===== src/rtl/gameboy_pkg.sv =====
// Shared definitions for the gameboy system: serial port addresses, FSM states and IRQ bit index.
package gameboy_pkg;

  localparam logic [15:0] SERIAL_SB_ADDR = 16'hFF01;
  localparam logic [15:0] SERIAL_SC_ADDR = 16'hFF02;
  localparam int          IRQ_SERIAL_BIT = 3;

  // Low address bits seen by the serial port once the top has decoded FF01-FF02.
  localparam logic [1:0] SER_ADDR_SB = 2'b01;
  localparam logic [1:0] SER_ADDR_SC = 2'b10;

  typedef enum logic [1:0] {
    SER_IDLE     = 2'd0,
    SER_INT_LOW  = 2'd1,
    SER_INT_HIGH = 2'd2,
    SER_EXT      = 2'd3
  } serial_state_t;

  function automatic logic [7:0] sc_read_value(input logic start, input logic clk_sel);
    return {start, 6'b111111, clk_sel};
  endfunction

endpackage


===== src/rtl/sync_edge_detect.sv =====
// Two-flop synchronizer for an asynchronous pin plus a previous-value register for edge detection.
module sync_edge_detect #(
  parameter logic RESET_VAL = 1'b1
) (
  input  logic clk,
  input  logic reset_n,
  input  logic async_in,
  output logic level,
  output logic rise,
  output logic fall
);

  logic r_meta;
  logic r_sync;
  logic r_prev;

  always_ff @(posedge clk) begin
    if (!reset_n) begin
      r_meta <= RESET_VAL;
      r_sync <= RESET_VAL;
      r_prev <= RESET_VAL;
    end else begin
      r_meta <= async_in;
      r_sync <= r_meta;
      r_prev <= r_sync;
    end
  end

  assign level = r_sync;
  assign rise  = r_sync & ~r_prev;
  assign fall  = ~r_sync & r_prev;

endmodule


===== src/rtl/serial_port.sv =====
// serial_port: link-cable SB/SC registers, internal/external clocked shift engine, IRQ on completion.
// Define SERIAL_STDOUT_EN to echo SB to the simulator console when an internal transfer starts.
//
//   state    | meaning
//   IDLE     | no transfer; SB and SC writable
//   INT_LOW  | internal clock, link clock low, data driven on entry
//   INT_HIGH | internal clock, link clock high, shift on entry
//   EXT      | external clock, act on synchronized link clock edges
module serial_port
  import gameboy_pkg::*;
#(
  parameter int CLK_DIV = 512
) (
  input  logic       clk,
  input  logic       reset_n,
  input  logic [1:0] ctrl_addr,
  input  logic       ctrl_enable,
  input  logic       ctrl_write,
  input  logic [7:0] ctrl_data_in,
  output logic [7:0] ctrl_data_out,
  output logic       serial_clk_out,
  input  logic       serial_clk_in,
  output logic       serial_data_out,
  input  logic       serial_data_in,
  output logic       irq_serial
);

  localparam int                 HALF     = CLK_DIV / 2;
  localparam int                 DIV_W    = (HALF > 1) ? $clog2(HALF) : 1;
  localparam logic [DIV_W-1:0]   DIV_LOAD = DIV_W'(HALF - 1);

  serial_state_t    r_state, w_state_nxt;
  logic [7:0]       r_sb, w_sb_nxt;
  logic             r_start, w_start_nxt;
  logic             r_clk_sel, w_clk_sel_nxt;
  logic [2:0]       r_cnt, w_cnt_nxt;
  logic [DIV_W-1:0] r_div, w_div_nxt;
  logic             r_sclk, w_sclk_nxt;
  logic             r_sdo, w_sdo_nxt;
  logic             r_irq, w_irq_nxt;
  logic [7:0]       r_rdata, w_rdata;
  logic             r_din_meta, r_din_sync;

  logic w_wr_sb, w_wr_sc, w_shift;
  logic w_clk_level, w_clk_rise, w_clk_fall;

  sync_edge_detect #(.RESET_VAL(1'b1)) u_clk_sync (
    .clk      (clk),
    .reset_n  (reset_n),
    .async_in (serial_clk_in),
    .level    (w_clk_level),
    .rise     (w_clk_rise),
    .fall     (w_clk_fall)
  );

  assign w_wr_sb = ctrl_enable && ctrl_write && (ctrl_addr == SER_ADDR_SB);
  assign w_wr_sc = ctrl_enable && ctrl_write && (ctrl_addr == SER_ADDR_SC);

  always_comb begin
    w_state_nxt   = r_state;
    w_sb_nxt      = r_sb;
    w_start_nxt   = r_start;
    w_clk_sel_nxt = r_clk_sel;
    w_cnt_nxt     = r_cnt;
    w_div_nxt     = r_div;
    w_sclk_nxt    = 1'b1;
    w_sdo_nxt     = r_sdo;
    w_irq_nxt     = 1'b0;
    w_shift       = 1'b0;

    case (r_state)
      SER_IDLE: begin
        if (w_wr_sb) w_sb_nxt = ctrl_data_in;
        if (w_wr_sc) begin
          w_clk_sel_nxt = ctrl_data_in[0];
          if (ctrl_data_in[7]) begin
            w_start_nxt = 1'b1;
            w_cnt_nxt   = '0;
            w_div_nxt   = DIV_LOAD;
            w_state_nxt = ctrl_data_in[0] ? SER_INT_LOW : SER_EXT;
          end
        end
      end
      SER_INT_LOW: begin
        w_sclk_nxt = 1'b0;
        if (r_div == DIV_LOAD) w_sdo_nxt = r_sb[7];
        if (r_div == '0) begin
          w_state_nxt = SER_INT_HIGH;
          w_div_nxt   = DIV_LOAD;
        end else begin
          w_div_nxt = r_div - DIV_W'(1);
        end
      end
      SER_INT_HIGH: begin
        w_shift = (r_div == DIV_LOAD);
        if (r_div == '0) begin
          w_state_nxt = SER_INT_LOW;
          w_div_nxt   = DIV_LOAD;
        end else begin
          w_div_nxt = r_div - DIV_W'(1);
        end
      end
      SER_EXT: begin
        if (w_clk_fall) w_sdo_nxt = r_sb[7];
        w_shift = w_clk_rise;
      end
      default: w_state_nxt = SER_IDLE;
    endcase

    // Shift/completion wins over a coincident bus write; the write is then treated as a busy write.
    // Input is always taken from the synchronized pin so it never feeds SB metastable.
    if (w_shift) begin
      w_sb_nxt  = {r_sb[6:0], r_din_sync};
      w_cnt_nxt = r_cnt + 3'd1;
      if (r_cnt == 3'd7) begin
        w_irq_nxt   = 1'b1;
        w_start_nxt = 1'b0;
        w_cnt_nxt   = '0;
        w_state_nxt = SER_IDLE;
      end
    end

    if ((r_state != SER_IDLE) && w_wr_sc && !ctrl_data_in[7]) begin
      w_clk_sel_nxt = ctrl_data_in[0];
      w_start_nxt   = 1'b0;
      w_cnt_nxt     = '0;
      w_div_nxt     = '0;
      w_sclk_nxt    = 1'b1;
      w_state_nxt   = SER_IDLE;
    end
  end

  always_comb begin
    w_rdata = 8'hFF;
    case (ctrl_addr)
      SER_ADDR_SB: w_rdata = r_sb;
      SER_ADDR_SC: w_rdata = sc_read_value(r_start, r_clk_sel);
      default:     w_rdata = 8'hFF;
    endcase
  end

  always_ff @(posedge clk) begin
    if (!reset_n) begin
      r_state    <= SER_IDLE;
      r_sb       <= '0;
      r_start    <= 1'b0;
      r_clk_sel  <= 1'b0;
      r_cnt      <= '0;
      r_div      <= '0;
      r_sclk     <= 1'b1;
      r_sdo      <= 1'b1;
      r_irq      <= 1'b0;
      r_rdata    <= '0;
      r_din_meta <= 1'b1;
      r_din_sync <= 1'b1;
    end else begin
      r_state    <= w_state_nxt;
      r_sb       <= w_sb_nxt;
      r_start    <= w_start_nxt;
      r_clk_sel  <= w_clk_sel_nxt;
      r_cnt      <= w_cnt_nxt;
      r_div      <= w_div_nxt;
      r_sclk     <= w_sclk_nxt;
      r_sdo      <= w_sdo_nxt;
      r_irq      <= w_irq_nxt;
      r_din_meta <= serial_data_in;
      r_din_sync <= r_din_meta;
      if (ctrl_enable && !ctrl_write) r_rdata <= w_rdata;
    end
  end

`ifdef SERIAL_STDOUT_EN
  always @(posedge clk) begin
    if (reset_n && (r_state == SER_IDLE) && w_wr_sc && ctrl_data_in[7] && ctrl_data_in[0])
      $write("%s", r_sb);
  end
`else
  // Console echo compiled out; hardware is identical either way.
`endif

  assign ctrl_data_out   = r_rdata;
  assign serial_clk_out  = r_sclk;
  assign serial_data_out = r_sdo;
  assign irq_serial      = r_irq;

endmodule


===== config.mk =====
export PLATFORM = sky130hd
export DESIGN_NAME = serial_port
export DESIGN_NICKNAME = d
export VERILOG_FILES = /design/src/rtl/gameboy_pkg.sv /design/src/rtl/sync_edge_detect.sv /design/src/rtl/serial_port.sv
export SDC_FILE = /design/constraint.sdc
export NUM_CORES = 1
export LEC_CHECK = 0
export ABC_CLOCK_PERIOD_IN_PS = 4900
export CORE_MARGIN = 10
export CORE_UTILIZATION = 59
export CTS_BUF_LIST = sky130_fd_sc_hd__clkbuf_8 sky130_fd_sc_hd__clkbuf_16
export DETAILED_ROUTE_END_ITERATION = 16
export HOLD_SLACK_MARGIN = 0.06
export PLACE_DENSITY = 0.95
export SYNTH_ARGS = -nofsm -noshare
export SYNTH_HDL_FRONTEND = slang
export SYNTH_SLANG_ARGS = --single-unit

===== constraint.sdc =====
create_clock -name clk -period 4.9 [get_ports clk]
set_input_delay 0.98 -clock clk [delete_from_list [all_inputs] [get_ports clk]]
set_output_delay 0.98 -clock clk [all_outputs]
set_load 0.01 [all_outputs]

==> results.py <==
metrics = {
    "global_route": {
        "grt_pass1_wl_um": 8890,
        "antenna_found_initial": 0,
        "track_usage": 0.172,
        "overflow": 0,
        "grt_max_degree": 27,
        "grt_pass1_vias": 1855,
    },
    "sta": {
        "tns_ns": 0,
        "clock_skew_ns": 0.0115,
        "worst_slack_ns": 2.14,
        "fin_crit_ns": 2.76,
        "slew_headroom": 0.435,
        "rsz0062_at_grt": "false",
        "finalSetupViolations": 0,
        "timing.final.crit_share": 0.563,
        "slew_violations": 0,
        "worstMarginPinSlew_ns": 0.845,
        "max_freq_mhz": 362,
        "hold_viol_final": 0,
    },
    "cts": {
        "cts_buffers": 5,
        "clock_latency_ns": 0.30,
        "clockBufferDepth": 2,
        "clockRootBuffer": "clkbuf_8",
        "path_clk_slew_ns": 0.08,
        "cts_resized": 0,
        "cts_setup_buffers": 0,
        "cts_tree": "yes",
        "cts-hold-fix-buffers": 0,
        "clkSinkCount": 39,
        "htreeDepth": 2,
    },
    "die": {
        "die-area_um2": 6240,
        "rows": 21,
        "num_io_pins": 27,
        "start_util": 0.615,
        "core_area_um2": 3340,
        "die_y_um": 79.0,
        "die_x_um": 79.0,
    },
    "job": {
        "drv_cap": 0,
    },
    "logic_synthesis": {
        "ys_seq_area_frac": 0.380,
        "yosysMostFrequentCell": "dfxtp_1",
        "synthAdderAreaFrac": 0.0731,
        "synth_top_area_cell": "dfxtp_1",
        "synth.avg_cell_area_um2": 8.89,
        "synth_area_leaders": "dfxtp_1 (38%), ha_1 (7.3%), nand2_1 (4.8%)",
        "ys.flop_type": "dfxtp_1",
        "synth_top_family_by_area": "compound AO/OA/AOI/OAI gates",
        "syn_area_um2": 2050,
        "synth-xor-area-share": 0,
        "synth_compound_area_frac": 0.271,
        "synth_top_area_frac": 0.380,
        "synth_seq_cells": 39,
        "ys_top_cells_by_count": "dfxtp_1 (39), nand2_1 (26), a21oi_1 (18)",
        "synth-edff-count": 0,
        "yosys_warnings": 0,
        "syn_nets": 259,
        "async_flop_share": 0,
        "synthMuxAreaShare": 0.00488,
        "synth.distinct_cells": 49,
        "synth_cells": 231,
        "synthSimpleGateAreaFrac": 0.216,
    },
    "setup_path": {
        "max_stage_delay_ns": 0.43,
        "endpoint_kind": "register",
        "path_class": "in -> reg",
        "required_ns": 5.07,
        "cp_max_fo": 9,
        "path_cells": "clkdlybuf4s50_1 > inv_1 > ha_1 > and3_1 > o2bb2ai_1 > or2_1 > a31oi_1",
        "ff2ff_setup_slack_ns": 2.75,
        "crit_arrival_ns": 2.93,
        "crit-reg2reg-launch": "r_state[0]$_SDFF_PP0_",
        "reg2reg_to": "r_sb[0]$_SDFFE_PN0P_",
        "crit_slowest_cell": "clkdlybuf4s50_1",
        "crit_path_start_kind": "primary input",
        "rr_worst_depth": 5,
    },
    "power": {
        "power.density_nw_per_um2": 346,
        "leakage_nw": 0.938,
        "irDropWorstVdd_mv": 0.223,
    },
    "hold_path": {
        "hp-class": "reg -> reg",
        "hold_depth": 1,
        "hold_end": "u_clk_sync.level$_SDFF_PN1_",
        "hold_start": "u_clk_sync.r_meta$_SDFF_PN1_",
    },
    "placement": {
        "place_area_um2": 2310,
        "post-place-ws_ns": 1.88,
        "port-buffer-count": 26,
        "gp_congestion": 0.840,
        "dp_hpwl_um": 3580,
    },
    "finish": {
        "area_growth_pct": 19.4,
        "finalCoreUtilization": 0.735,
        "antenna_cells": 0,
        "nNetsFinal": 281,
        "drive_above_1_share": 0.0945,
        "nFillCells": 232,
        "fin_area_um2": 2450,
    },
    "drt": {
        "drt_wl_total_um": 5300,
        "drc": 0,
        "routedWlPerCell_um": 17.7,
        "drtIter0Drc": 275,
        "ant_nets": 0,
        "vias": 1921,
        "vias_per_cell": 6.40,
        "drt_pass1_iterations": 6,
    },
    "status": {
        "status": "complete, no violations",
    },
}
[registers in the layout, summed over array words and instances (netlist names)]
signal / count
u_clk_sync.r_meta: 1
r_start: 1
ctrl_data_out: 8
u_clk_sync.r_prev: 1
u_clk_sync.level: 1
serial_data_out: 1
serial_clk_out: 1
r_state: 2
r_din_meta: 1
irq_serial: 1
r_div: 8
r_din_sync: 1
r_cnt: 3
r_sb: 8
r_clk_sel: 1
[worst max-delay path: cells and delay by family]
family | cells | cell delay (ns)
AO/OA/AOI/OAI | 2 | 0.50
buffers and inverters | 2 | 0.50
adder cells (fa/ha/maj) | 1 | 0.35
AND/OR/NAND/NOR | 2 | 0.59
[per-stage QoR]
stage               power, mW  hold WS (ns)  std cells
detailed placement      0.527         0.407        292
CTS                     0.844         0.426        300
global route            0.879         0.460        300
global placement        0.519         0.388        292
floorplan               0.478         0.386        231
finish                  0.848         0.424        300
[kinds of logic (layout without fill, tap and decap cells)]
logic type / after synthesis / count (layout)
AO/OA/AOI/OAI: 77 / 77
adder cells (fa/ha/maj): 12 / 12
buffers and inverters: 25 / 48
flip-flops: 39 / 39
multiplexers: 1 / 1
AND/OR/NAND/NOR: 77 / 77
[power by group]
group / switching [mW] / total, mW / leakage (nW) / internal [mW]
Combinational: 0.0914 / 0.165 / 0.555 / 0.0740
Clock: 0.118 / 0.321 / 0.0644 / 0.203
Sequential: 0.0245 / 0.362 / 0.319 / 0.337
[worst max-delay path by stage]
stage                       startpoint                       endpoint  slack [ns]
after floorplan           ctrl_addr[1]           r_sb[0]$_SDFFE_PN0P_        2.61
after global placement    ctrl_addr[0]           r_sb[2]$_SDFFE_PN0P_        1.97
after detailed placement   ctrl_enable  ctrl_data_out[2]$_SDFFE_PN0P_        1.88
after CTS                  ctrl_enable  ctrl_data_out[2]$_SDFFE_PN0P_        2.16
after global routing       ctrl_enable  ctrl_data_out[2]$_SDFFE_PN0P_        1.96
final                     ctrl_addr[1]           r_sb[0]$_SDFFE_PN0P_        2.14
[cell usage in the layout (no fill, tap or decap), drive strengths merged, types with 2 or more instances in the layout]
cell type / instances
and2: 3
o21a: 3
nor2b: 3
a31oi: 9
a21boi: 2
nand4: 3
o211ai: 4
dfxtp: 39
nand2: 26
bufinv: 2
clkdlybuf4s50: 26
inv: 13
or3b: 2
o31ai: 9
o21ai: 16
nor3: 6
nand3b: 2
ha: 12
a221oi: 6
clkbuf: 5
nor2: 4
nor4b: 2
o211a: 2
nand2b: 6
nand3: 9
and3: 4
a21oi: 19
a211oi: 2
[cell type report]
type	instances	area [um2]	share of cell area
tap	46	57.6	0.0235
inverter	13	48.8	0.0199
multi-input combinational	167	1160	0.473
clock inverter	3	67.6	0.0276
clock buffer	5	68.8	0.0281
sequential	39	781	0.319
timing repair buffer	27	268	0.109
[metal layers]
metal | vias to the layer above | global-route usage | wire length [um]
met5 | - | 0 | 0
met4 | 0 | 0.0753 | 69
met3 | 10 | 0.0417 | 405
met2 | 99 | 0.268 | 2500
met1 | 922 | 0.218 | 2320
li1 | 890 | - | -
Power figures use the tool's default switching activity.
